## src/rtl/inst_sequencer.sv

```systemverilog
// Instruction sequencer: holds a small program store that is loaded while
// idle or halted, then issues one word per cycle to the CPU until it meets
// the halt sentinel or runs off the end of the store. Stall holds issue,
// redirect moves the fetch pointer, and start restarts from address 0.
module inst_sequencer #(
  parameter int                DATA_W    = 32,
  parameter int                DEPTH     = 16,
  parameter logic [DATA_W-1:0] HALT_WORD = {DATA_W{1'b1}},
  localparam int               ADDR_W    = $clog2(DEPTH)
) (
  input  logic              clk,
  input  logic              reset,
  input  logic              load_en,
  input  logic [ADDR_W-1:0] load_addr,
  input  logic [DATA_W-1:0] load_data,
  input  logic              start,
  input  logic              stall,
  input  logic              redirect,
  input  logic [ADDR_W-1:0] redirect_addr,
  output logic [DATA_W-1:0] inst,
  output logic              inst_valid,
  output logic [ADDR_W-1:0] pc,
  output logic              busy,
  output logic              done,
  output logic [15:0]       issued
);

  typedef enum logic [1:0] {
    IDLE = 2'd0,
    RUN  = 2'd1,
    HALT = 2'd2
  } state_t;

  localparam logic [ADDR_W-1:0] LAST_ADDR  = ADDR_W'(DEPTH - 1);
  localparam logic [15:0]       ISSUED_MAX = 16'hFFFF;

  // Program store; deliberately has no reset so a loaded program survives it
  logic [DATA_W-1:0] r_store [DEPTH];

  state_t            r_state;
  logic [DATA_W-1:0] r_inst;
  logic              r_instValid;
  logic [ADDR_W-1:0] r_pc;
  logic              r_busy;
  logic              r_done;
  logic [15:0]       r_issued;

  state_t            w_nextState;
  logic [DATA_W-1:0] w_nextInst;
  logic              w_nextValid;
  logic [ADDR_W-1:0] w_nextPc;
  logic [15:0]       w_nextIssued;
  logic              w_storeWe;
  logic [DATA_W-1:0] w_fetchWord;
  logic              w_isHalt;
  logic              w_isLast;

  assign w_fetchWord = r_store[r_pc];
  assign w_isHalt    = (w_fetchWord == HALT_WORD);
  assign w_isLast    = (r_pc == LAST_ADDR);

  assign inst       = r_inst;
  assign inst_valid = r_instValid;
  assign pc         = r_pc;
  assign busy       = r_busy;
  assign done       = r_done;
  assign issued     = r_issued;

  // Program store write port; loads are only accepted outside RUN and lose to start
  always_ff @(posedge clk) begin
    if (w_storeWe) begin
      r_store[load_addr] <= load_data;
    end
  end

  // FSM state register
  always_ff @(posedge clk or posedge reset) begin
    if (reset) begin
      r_state <= IDLE;
    end else begin
      r_state <= w_nextState;
    end
  end

  // Next-state and next-datapath decode: redirect beats stall, stall beats issue
  always_comb begin
    w_nextState  = r_state;
    w_nextInst   = r_inst;
    w_nextValid  = 1'b0;
    w_nextPc     = r_pc;
    w_nextIssued = r_issued;
    w_storeWe    = 1'b0;
    case (r_state)
      IDLE, HALT: begin
        if (start) begin
          w_nextState  = RUN;
          w_nextPc     = '0;
          w_nextIssued = '0;
        end else if (load_en) begin
          w_storeWe = 1'b1;
        end
      end
      RUN: begin
        if (redirect) begin
          w_nextPc = redirect_addr;
        end else if (!stall) begin
          if (w_isHalt) begin
            w_nextState = HALT;
          end else begin
            w_nextInst  = w_fetchWord;
            w_nextValid = 1'b1;
            if (r_issued != ISSUED_MAX) begin
              w_nextIssued = r_issued + 16'd1;
            end
            if (w_isLast) begin
              w_nextState = HALT;
            end else begin
              w_nextPc = r_pc + ADDR_W'(1);
            end
          end
        end
      end
      default: begin
        w_nextState = IDLE;
      end
    endcase
  end

  // Registered outputs; busy and done are decodes of the next state so they track the state register
  always_ff @(posedge clk or posedge reset) begin
    if (reset) begin
      r_inst      <= '0;
      r_instValid <= 1'b0;
      r_pc        <= '0;
      r_issued    <= '0;
      r_busy      <= 1'b0;
      r_done      <= 1'b0;
    end else begin
      r_inst      <= w_nextInst;
      r_instValid <= w_nextValid;
      r_pc        <= w_nextPc;
      r_issued    <= w_nextIssued;
      r_busy      <= (w_nextState == RUN);
      r_done      <= (w_nextState == HALT);
    end
  end

endmodule

```

## config.mk

```make
export PLATFORM = sky130hd
export DESIGN_NAME = inst_sequencer
export DESIGN_NICKNAME = d
export VERILOG_FILES = /design/src/rtl/inst_sequencer.sv
export SDC_FILE = /design/constraint.sdc
export NUM_CORES = 1
export LEC_CHECK = 0
export ABC_AREA = 1
export CORE_AREA = 4 4 253 255
export DETAILED_ROUTE_END_ITERATION = 8
export DIE_AREA = 0 0 257 259
export PLACE_DENSITY = 0.6
export SETUP_SLACK_MARGIN = 0.2
export SYNTH_ARGS = -nofsm -noshare
export SYNTH_HDL_FRONTEND = slang
export SYNTH_SLANG_ARGS = --single-unit
```

## constraint.sdc

```tcl
create_clock -name clk -period 3.4 [get_ports clk]
set_input_delay 0.51 -clock clk [delete_from_list [all_inputs] [get_ports clk]]
set_output_delay 0.51 -clock clk [all_outputs]
set_load 0.02 [all_outputs]
```

---- After elaboration in Yosys (flattened, before gate mapping) ----
Memory sizes are Yosys's and may differ from the RTL's.
Index checks and enable logic that the tools add are counted.
word-level totals
  flip-flop bits (word level) ............. 57
  latch bits .............................. 0
  bits in writable memories ............... 512
  memory bits (read-only) ................. 0
  input bits .............................. 46
  output and inout port bits .............. 55
  word-level logic and storage cells ...... 61
  memories ................................ 1
memory list
  memory   depth  bits a word  rd ports  clocked after memory_dff  wr ports  line  text
  r_store  16     32           1         0                         1         38    logic [DATA_W-1:0] r_store [DEPTH];
cells by class
  $add $sub $neg .......................... 2
  $mul .................................... 0
  divide/modulo/power cells ............... 0
  magnitude comparators ................... 0
  eq/ne operators ......................... 15
  shift operators ......................... 0
  muxes and demuxes ....................... 27
  bitwise gates (word level) .............. 3
  reductions and logical operators ........ 6
operator list
  operator                 number
  $mux W16                 5
  $eq A32 B32 Y1 const B   1
  $pmux W16 S2             1
  $mux W4                  5
  $add A16 B1 Y16 const B  1
  $ne A16 B16 Y1 const B   1
  $mux W2                  5
  $ne A2 B2 Y1 const B     5
  $mux W1                  9
  $ne A3 B3 Y1 const B     3
  $pmux W4 S2              1
  $reduce_and A6 Y1        1
  $reduce_and A5 Y1        1
  $add A4 B1 Y4 const B    1
  $eq A2 B1 Y1 const B     2
  $eq A2 B2 Y1 const B     2
  $eq A4 B4 Y1 const B     1
  $pmux W2 S2              1
  $reduce_and A4 Y1        1
  $not A1 Y1               3
  $logic_not A2 Y1         1
  $reduce_bool A2 Y1       1
  $reduce_or A2 Y1         1

---- Logic depth before layout (Yosys ltp) ----
Gate-level depths: netlist of the first run.
  depth after elaboration ................. 7
  mapped depth ............................ 20

---- Least setup slack after synthesis of the first run ----
No wires, ideal clock.
  path type ............................... input-to-reg
  start ................................... in start
  end ..................................... mem r_store[0][0] (enable)
  data arrival time ....................... 2.404 ns
  slack ................................... 0.575 ns
  stages .................................. 3
  path buffers ............................ 0
  cells stage by stage .................... nor3b_1 nand3_1 nor2_1
between the ends
  cells in the longest elaborated chain, start to end .. 4
ends and longest elaborated chain
  what                           line  text
  start: declaration             16    input logic start,
  $mux W1                        95    if (start) begin
  $mux W1                        93    case (r_state)
  $mux W1                        71    if (w_storeWe) begin
  $mux W1 (not written as such)  72    r_store[load_addr] <= load_data;
  end: declaration               38
Every way passes these cells.

---- Final worst setup path of the first run ----
  start ................................... reg r_pc[0], in the netlist pc[0]
  end ..................................... reg r_issued[13], in the netlist issued[13]
between the ends
  cells in the longest elaborated chain, start to end .. 4
ends and longest elaborated chain
  what                         line  text
  start: declaration           43    logic [ADDR_W-1:0] r_pc;
  start signal: assignment     141   r_pc <= w_nextPc;
  $mem_v2 Z16 W32              -
  $eq A32 B32 Y1               59    assign w_isHalt = (w_fetchWord == HALT_WORD);
  $ne A2 B2 Y1 (no line)       -
  $reduce_and A6 Y1 (no line)  -
  end signal: assignment       142   r_issued <= w_nextIssued;
  end: declaration             46    logic [15:0] r_issued;
Every way passes these cells.
A chain may end at the register's enable or synchronous reset.

==> summary.md, run 1 <==
| Metric | Value |
|---|---|
| Max-cap violations | 0 |
| Row count | just over 90 |
| Fin cells | roughly 3300 |
| Fmax | 334 MHz |
| Full die area | between 60000 and 70000 um2 |
| Clock sinks | 569 |
| Fillers | approximately 5600 |
| Final WS setup | roughly 0.4 ns |
| CP bufs+invs | 2 |
| Avg Inst Size Synth | roughly 11 um2 |
| DRC viols | 0 |
| I/O Buffers | 100 |
| Nets | approximately 2500 |
| GR Util All Layers | ~19% |
| Critical-path cell list | clkbuf_4, clkbuf_16, o21ai_1, nand2_1, nand3_1, nand3_1, nand2_1, nand2_1, nor3_1, nand2_1, nor2_1, nand2_1, nand2_4, nand2_4, nand2_1, nand2_1 |
| Layout Skew | about 0.027 ns |
| Remaining Overflow, GRT | 0 |
| Worst-skew pair later-pin latency | between 0.6 and 0.7 ns |
| Place WS | about 0.28 ns |
| Final Cycle Share | about nine tenths |
| Largest cells by area after synthesis | edfxtp_1, nand2_1, dfrtp_1 |
| Placed instance count | approximately 3200 |
| Worst-path fanout max | 43 |
| Net Count, Synth | 2361 |
| Top Family by Delay on Critical Path | simple AND/OR/NAND/NOR gates |
| Top_reg_cell synth | edfxtp_1 |
| Outcome | finished clean |
| Most frequent cell after synthesis | nand2_1 |
| Leakage power | roughly 11 nW |
| Yosys top cell area share | 62.8% |
| Yosys warns | 0 |
| Routed Antenna Nets | 0 |
| Die H | 259 um |
| Drt wl/cell | 19.4 um |
| Die X | roughly 260 um |
| Largest net degree at the start of global routing | 94 |
| Std-Cell Core Area | between 60000 and 70000 um2 |
| Vias in the first global route | between 15000 and 20000 |
| Share of layout cells above drive strength 1 | ~7% |
| Via count | roughly 17000 |
| Initial antenna violation count | 1 |
| VDD IR-drop max | roughly 0.00044 V |
| H-tree depth | 2 |
| Register area share after synthesis | between 60% and 70% |
| WL final | between 60000 and 70000 um |
| Hold Path Class | input pin to async pin |
| DP HPWL | approximately 37000 um |
| CP peak stage delay | between 0.4 and 0.5 ns |
| Worst EP required | a little under 4 ns |
| Clock Path Buffers | 3 |
| Final hold viol count | 0 |
| Crit path kind | flip-flop to flip-flop |
| First-pass GRT wire length | ~96000 um |
| Fin area | 28500 um2 |
| Fraction of registers with async set/reset | between 10% and 20% |
| CP Capture Type | flip-flop |
| CTS clk-pin slew, worst paths | about 0.060 ns |
| Most instantiated cells after synthesis | nand2_1, edfxtp_1, nand3_1 |
| Initial drt markers | ~1500 |
| IO Count | slightly above 100 |
| Area leader, netlist | edfxtp_1 |
| Post-synth EDFFs | around 500 |
| Sequential cell area | approximately 17000 um2 |
| Seq cells post-synth | about 570 |
| Hold_buf cts | 0 |
| DR pass1 iterations | 5 |
| Setup Total Neg Slack | 0 ns |
| Final Max Tran Viols | 0 |
| CP dominant cell by count | nand2_1 |
| Synth Cell Area | around 24000 um2 |
| Worst slew margin | between 50% and 60% |
| Worst Max-Slew Pin Slew | about 0.73 ns |
| Footprint of the multi-input gates | around 6000 um2 |
| RSZ-0062 raised after global routing | false |
| Worst Setup Start Kind | flip-flop |
| Yosys cell types | 30 |
| Fin Hold WS | ~0.33 ns |
| Starting density of the core | 39.7% |
| Layout area overhead | 16.6% |
| Fin util | a little under half |
| Final RePlAce weighted congestion | ~0.86 |
| Placed instance area | approximately 27000 um2 |
| Vias per Instance | a little over 5 |
| TritonCTS clock tree | built |
| Final Total Pwr | 22.0 mW |
| Worst path slowest cell | dfrtp_4 |
| Total CTS buffers | 56 |
| Pwr Density | 771 nW/um2 |
| CP Data Arrival Time | roughly 3.5 ns |
| Gate Count Post-Synth | about 2300 |
| Setup violators final | 0 |
| Tmin final | 3.00 ns |
| Root buffer cell | clkbuf_16 |
## registers in the layout, summed over array words and instances, names as in the netlist
signal      count
inst           32
inst_valid      1
pc              4
issued         16
r_state         2
busy            1
r_store       512
done            1
## kinds of logic after synthesis
logic type	share of synthesized area, %
flip-flops	68.6
buffers and inverters	7.20
adder cells (fa/ha/maj)	0.102
XOR/XNOR	0.501
AO/OA/AOI/OAI	3.46
AND/OR/NAND/NOR	20.1
## what timing repair did
action	CTS	global route
resized for setup	0	8
endpoints found under the setup margin	0	28
buffers inserted	0	10
## worst paths after layout
path                       startpoint  slack, ns  cells after the start    endpoint
max                             pc[0]       0.40                     16  issued[13]
min                             reset       0.33                      2    inst[17]
max reg2reg                     pc[0]       0.40                     16  issued[13]
min reg2reg                  inst[17]       0.49                      2    inst[17]
max in group asynchronous       reset       2.28                      3    inst[28]
min in group clk             inst[17]       0.49                      2    inst[17]
## layer usage
layer	global-route usage [%]	wire length (um)	up-vias
met4	4.68	1460	0
met3	3.14	4300	104
met2	30.6	30100	588
met5	0	0	-
li1	-	-	7891
met1	25.7	28400	8121
## final cells by class
class                           instances  area share (%)
Clock inverter                         37            1.15
Antenna cell                            1         0.00877
Multi-Input combinational cell       1369            21.2
Sequential cell                       569            58.9
Tap cell                              837            3.67
Clock buffer                           66            5.04
Timing Repair Buffer                  165            6.62
Inverter                              257            3.43
## worst reg2reg max path, cell delays in order (launching register included)
cell and delay [ns]:
dfrtp_4 0.49, clkbuf_4 0.20, clkbuf_16 0.25, o21ai_1 0.28, nand2_1 0.08, nand3_1 0.07, nand3_1 0.07, nand2_1 0.23
nand2_1 0.16, nor3_1 0.20, nand2_1 0.09, nor2_1 0.10, nand2_1 0.15, nand2_4 0.17, nand2_4 0.14, nand2_1 0.13
nand2_1 0.06
## layout by cell type (no fill, tap or decap), types with 2 or more instances in the layout
| cell | count |
|---|---|
| nor2_1 | 81 |
| buf_12 | 26 |
| clkinv_1 | 19 |
| a21oi_1 | 3 |
| nand2_4 | 2 |
| dfrtp_2 | 2 |
| inv_2 | 7 |
| clkbuf_1 | 10 |
| o21ai_1 | 64 |
| clkinvlp_4 | 2 |
| nand4_1 | 8 |
| o21ai_0 | 57 |
| ha_1 | 2 |
| xor2_1 | 13 |
| inv_6 | 3 |
| nor2_4 | 16 |
| clkinv_2 | 7 |
| dfrtp_1 | 53 |
| dfrtp_4 | 2 |
| nor3_1 | 13 |
| buf_4 | 34 |
| nand3_1 | 276 |
| edfxtp_1 | 512 |
| nor3b_1 | 3 |
| clkdlybuf4s50_1 | 100 |
| clkbuf_16 | 58 |
| inv_1 | 248 |
| nand2_2 | 3 |
| buf_16 | 2 |
| nor4_1 | 2 |
| bufinv_16 | 5 |
| nand2_1 | 792 |
| o211ai_1 | 29 |
## where the power goes
group / internal, mW / switching [mW]
Sequential: 7.90 / 0.209
Clock: 3.40 / 2.64
Combinational: 2.49 / 5.38
Total: 13.8 / 8.22
(Power assumes the default switching activity.)
==> inputs of run 2 (changes only) <==
TNS_END_PERCENT = 20   (was default)
==> results of run 2 <==
Final layout, timing and power as in run 1 (identical DEF).
==> inputs of run 3 (changes only) <==
CAP_MARGIN = 20   (was default)
==> results of run 3 <==
Final layout, timing and power as in run 1 (identical DEF).
